$ cat src/rtl/mem_arbiter.sv
`default_nettype none
// ============================================================================
// Module      : mem_arbiter
// Description : Two-master (fetch / load-store) arbiter onto a single
//               registered RAM port, data-priority with fetch starvation guard.
// Revision    : 1.0 - initial release
// ============================================================================

module mem_arbiter #(
    parameter int STARVE_LIMIT = 4
) (
    input  logic        clk,
    input  logic        reset,

    input  logic        if_req_i,
    input  logic [31:0] if_addr_i,
    output logic        if_gnt_o,
    output logic        if_rvalid_o,
    output logic [31:0] if_rdata_o,
    output logic        if_err_o,

    input  logic        d_req_i,
    input  logic        d_we_i,
    input  logic [31:0] d_addr_i,
    input  logic [31:0] d_wdata_i,
    output logic        d_gnt_o,
    output logic        d_rvalid_o,
    output logic [31:0] d_rdata_o,
    output logic        d_err_o,

    output logic        we_o,
    output logic [31:0] addr_o,
    output logic [31:0] data_o,
    input  logic [31:0] data_i
);

    localparam int CNT_W = (STARVE_LIMIT < 1) ? 1 : $clog2(STARVE_LIMIT + 1);
    localparam logic [CNT_W-1:0] c_STARVE_MAX = CNT_W'(STARVE_LIMIT);

    localparam logic [1:0] c_IDLE  = 2'd0;
    localparam logic [1:0] c_ISSUE = 2'd1;
    localparam logic [1:0] c_RESP  = 2'd2;

    logic [1:0]       state_q, state_d;
    logic             ready_q;
    logic [CNT_W-1:0] starve_q, starve_d;

    logic             sel_fetch_q;
    logic             wr_q;
    logic             err_q;
    logic             we_q;
    logic [31:0]      addr_q;
    logic [31:0]      data_q;

    logic             w_arb_en;
    logic             w_launch;
    logic             w_starved;
    logic             w_pick_fetch;
    logic [31:0]      w_addr;
    logic             w_is_wr;
    logic             w_misaligned;
    logic             w_ram_write;

    // ready_q holds off arbitration for the first edge after reset release
    assign w_arb_en     = ready_q && ((state_q == c_IDLE) || (state_q == c_RESP));
    assign w_launch     = w_arb_en && (if_req_i || d_req_i);
    assign w_starved    = (starve_q == c_STARVE_MAX);
    assign w_pick_fetch = if_req_i && (!d_req_i || w_starved);
    assign w_addr       = w_pick_fetch ? if_addr_i : d_addr_i;
    assign w_is_wr      = !w_pick_fetch && d_we_i;
    assign w_misaligned = (w_addr[1:0] != 2'b00);
    assign w_ram_write  = w_is_wr && !w_misaligned;

    always_ff @(posedge clk or posedge reset) begin
        if (reset) begin
            state_q <= c_IDLE;
        end else begin
            state_q <= state_d;
        end
    end

    always_comb begin
        state_d = state_q;
        case (state_q)
            c_IDLE:  state_d = w_launch ? c_ISSUE : c_IDLE;
            c_ISSUE: state_d = c_RESP;
            c_RESP:  state_d = w_launch ? c_ISSUE : c_IDLE;
            default: state_d = c_IDLE;
        endcase
    end

    always_comb begin
        if_gnt_o    = 1'b0;
        d_gnt_o     = 1'b0;
        if_rvalid_o = 1'b0;
        d_rvalid_o  = 1'b0;
        if_rdata_o  = '0;
        d_rdata_o   = '0;
        if_err_o    = 1'b0;
        d_err_o     = 1'b0;
        case (state_q)
            c_ISSUE: begin
                if_gnt_o = sel_fetch_q;
                d_gnt_o  = !sel_fetch_q;
            end
            c_RESP: begin
                if (sel_fetch_q) begin
                    if_rvalid_o = 1'b1;
                    if_err_o    = err_q;
                    if_rdata_o  = err_q ? '0 : data_i;
                end else begin
                    d_rvalid_o = 1'b1;
                    d_err_o    = err_q;
                    d_rdata_o  = (err_q || wr_q) ? '0 : data_i;
                end
            end
            default: ;
        endcase
    end

    always_ff @(posedge clk or posedge reset) begin
        if (reset) begin
            ready_q <= 1'b0;
        end else begin
            ready_q <= 1'b1;
        end
    end

    // Counter clears whenever fetch is idle, so it only measures real waiting
    always_comb begin
        starve_d = starve_q;
        if (!if_req_i) begin
            starve_d = '0;
        end else if (w_launch) begin
            if (w_pick_fetch) begin
                starve_d = '0;
            end else if (!w_starved) begin
                starve_d = starve_q + CNT_W'(1);
            end
        end
    end

    always_ff @(posedge clk or posedge reset) begin
        if (reset) begin
            starve_q <= '0;
        end else begin
            starve_q <= starve_d;
        end
    end

    always_ff @(posedge clk or posedge reset) begin
        if (reset) begin
            sel_fetch_q <= 1'b0;
            wr_q        <= 1'b0;
            err_q       <= 1'b0;
            we_q        <= 1'b0;
            addr_q      <= '0;
            data_q      <= '0;
        end else if (w_launch) begin
            sel_fetch_q <= w_pick_fetch;
            wr_q        <= w_is_wr;
            err_q       <= w_misaligned;
            we_q        <= w_ram_write;
            addr_q      <= {w_addr[31:2], 2'b00};
            data_q      <= w_ram_write ? d_wdata_i : '0;
        end else if (state_q == c_ISSUE) begin
            we_q <= 1'b0;
        end
    end

    assign we_o   = we_q;
    assign addr_o = addr_q;
    assign data_o = data_q;

endmodule

`default_nettype wire

$ cat config.mk
export PLATFORM = sky130hd
export DESIGN_NAME = mem_arbiter
export DESIGN_NICKNAME = d
export VERILOG_FILES = /design/src/rtl/mem_arbiter.sv
export SDC_FILE = /design/constraint.sdc
export NUM_CORES = 1
export LEC_CHECK = 0
export BUFFER_PORTS_ARGS = -buffer_cell sky130_fd_sc_hd__buf_2
export CAP_MARGIN = 20
export CORE_MARGIN = 4
export CORE_UTILIZATION = 35
export DETAILED_ROUTE_END_ITERATION = 10
export PLACE_DENSITY = 0.7
export SLEW_MARGIN = 30
export SYNTH_ARGS = -nofsm -noshare
export SYNTH_HDL_FRONTEND = slang
export SYNTH_SLANG_ARGS = --single-unit
$ cat constraint.sdc
create_clock -name clk -period 3.49 [get_ports clk]
set_input_delay 0.8725 -clock clk [delete_from_list [all_inputs] [get_ports clk]]
set_output_delay 0.8725 -clock clk [all_outputs]
set_load 0.1 [all_outputs]
==> impl_metrics.env <==
export IMPL_final_cell_mix="243 x buf_2, 72 x dfrtp_1, 67 x and2_1"
export IMPL_drc=0
export IMPL_ys_ff_latch=72
export IMPL_crit_fanout=32
export IMPL_hpwlAfterDp_um=10200
export IMPL_clock_tree_root_cell="clkbuf_8"
export IMPL_final_common_cell="buf_2"
export IMPL_grt_total_usage=0.208
export IMPL_cp_end_kind="output pin"
export IMPL_grt_pass1_vias=4153
export IMPL_cts_reportedPaths_clkPinSlew_ns=0.08
export IMPL_postRouteAntennaNets=0
export IMPL_cts_buffer_depth=2
export IMPL_final_area_mm2=0.00567
export IMPL_htreeDepth=3
export IMPL_viasPerCell=5.31
export IMPL_fillers=967
export IMPL_grt_setup_unrepaired="no"
export IMPL_grt_max_degree=73
export IMPL_wl_um=13600
export IMPL_timing_rr_start="state_q[0]"
export IMPL_clock_fmax_mhz=336
export IMPL_drtIter0Drc=153
export IMPL_cap_violations=0
export IMPL_clock_sinks=72
export IMPL_area_growth_pct=48.7
export IMPL_synth_edf_count=0
export IMPL_gp_congestion=0.947
export IMPL_busiest_layer="met2"
export IMPL_regArea_mm2=0.00180
export IMPL_cp_arrival_ns=2.10
export IMPL_hold_viol_final=0
export IMPL_startpoint="sel_fetch_q"
export IMPL_antenna_found_initial=0
export IMPL_yosysWarnings=0
export IMPL_hp_class="flop to flop"
export IMPL_use_met2=0.380
export IMPL_netlist_area_mm2=0.00381
export IMPL_met1_usage=0.235
export IMPL_async_flop_share=1.00
export IMPL_leakage_nw=2.90
export IMPL_syn_avg_cell_area_um2=10.1
export IMPL_crit_type="flop to output pin"
export IMPL_synth_compound_area_share=0.204
export IMPL_ys_seq_area_frac=0.472
export IMPL_cts_hold_buf=0
export IMPL_tightest_slew_ns=0.925
export IMPL_vdd_drop_max_mv=0.323
export IMPL_synthSimpleGateAreaFrac=0.243
export IMPL_grt_pass1_wl_um=21400
export IMPL_fin_setup_tns_ns=0
export IMPL_cts_buffers=9
export IMPL_syn_inst=379
export IMPL_nNetsFinal=756
export IMPL_ys_types=37
export IMPL_drt_pre_antenna_iters=5
export IMPL_clock_latency_ns=0.34
export IMPL_ios=268
export IMPL_start_util=0.365
export IMPL_drive_above_1_share=0.482
export IMPL_holdCritStartpoint="data_o[25]"
export IMPL_cp_start_kind="flop"
export IMPL_port_buffers=265
export IMPL_grt_overflow=0
export IMPL_diodes=0
export IMPL_die_w_um=112
export IMPL_setup_viol=0
export IMPL_cts_setup_buffers=0
export IMPL_powerDensity_mw_per_mm2=477
export IMPL_core_mm2=0.0105
export IMPL_place_area_mm2=0.00550
export IMPL_row_count=37
export IMPL_finalCritPeriodShare=0.852
export IMPL_synth_top_family_by_area="simple AND/OR/NAND/NOR gates"
export IMPL_required_ns=2.62
export IMPL_muxShareOfSynthArea=0.00295
export IMPL_multiInputGateArea_mm2=0.00177
export IMPL_synth_ff_type="dfrtp_1"
export IMPL_status="finished, final reports clean"
export IMPL_die_height_um=112
export IMPL_cts_resized=0
export IMPL_maxSlewHeadroom=0.382
export IMPL_vias=4038
export IMPL_die_area_mm2=0.0126
export IMPL_synthAdderAreaFrac=0.00656
export IMPL_cts_tree="done"
export IMPL_fin_crit_ns=2.97
export IMPL_routedWlPerCell_um=17.9
export IMPL_use_met3=0.0415
export IMPL_clock_skew_ns=0.00962
export IMPL_synthXorXnorAreaFrac=0
export IMPL_slew_violations=0
==> worst paths after layout <==
check / cells after the start / to / slack (ns)
worst max register to register: 4 / wr_q / 1.24
min in group asynchronous: 3 / data_o[8] / 0.70
worst min register to register: 1 / data_o[25] / 0.49
max in group asynchronous: 3 / addr_o[14] / 2.36
worst max-delay path: 5 / d_rdata_o[13] / 0.52
worst min-delay path: 1 / data_o[25] / 0.49
==> logic make-up (layout without fill, tap and decap cells) <==
logic type / count (synthesis) / after routing
mux: 1 / 1
fa+ha+maj: 2 / 2
buf+inv: 51 / 296
simple gates: 150 / 150
other cells: 2 / 3
flops: 72 / 72
compound gates: 101 / 101
==> registers in the layout (all words and copies together) (netlist names) <==
signal / count
err_q: 1
ready_q: 1
state_q: 2
data_o: 32
starve_q: 3
addr_o: 30
sel_fetch_q: 1
wr_q: 1
we_o: 1
==> synth_stat cells, types with 4 or more instances <==
cell	instances	area, µm²
inv_1	5	18.8
and2_1	67	419
o21ai_0	30	150
a32o_1	33	330
buf_4	6	45.0
o211ai_1	30	225
buf_2	22	110
nand4_1	33	206
clkbuf_1	12	45.0
nor2_1	4	15.0
nand3_1	32	160
dfrtp_1	72	1800
==> layout make-up <==
type | instances | share of cell area
Sequential cell | 72 | 0.318
Multi-Input combinational cell | 257 | 0.312
Timing Repair Buffer | 275 | 0.306
Tap cell | 136 | 0.0300
Clock buffer | 10 | 0.0243
Clock inverter | 5 | 0.00596
Inverter | 6 | 0.00397
==> through the flow <==
| step | power, mW | worst slack, ns | hold WS (ns) | utilization | std cells |
|---|---|---|---|---|---|
| final | 2.70 | 0.516 | 0.490 | 0.542 | 761 |
| after global routing | 2.82 | 0.392 | 0.515 | 0.542 | 761 |
| after CTS | 2.73 | 0.491 | 0.492 | 0.542 | 761 |
| after detailed placement | 2.14 | 0.872 | 0.474 | 0.525 | 746 |
| after global placement | 2.12 | 0.888 | 0.466 | 0.525 | 746 |
| after floorplan | 1.89 | 0.00288 | 0.481 | - | 380 |
==> worst max-delay path: stages, from the launching register on <==
cell     delay, ns
dfrtp_1       0.46
nor3b_4       0.22
nor3b_2       0.18
buf_4         0.26
and2_1        0.20
buf_2         0.43
==> where the power goes <==
part / switching (mW) / leakage (nW) / total (mW) / internal [mW]
Sequential: 0.0547 / 0.938 / 0.977 / 0.923
Combinational: 0.935 / 1.87 / 1.14 / 0.206
Clock: 0.314 / 0.0841 / 0.586 / 0.272
Total: 1.30 / 2.90 / 2.70 / 1.40
==> per-layer routing <==
metal,wire length [µm],share of wire
met2,7000,0.52
met5,0,0
met4,350,0.026
met1,5150,0.38
met3,1090,0.080
Power figures use the tool's default switching activity.
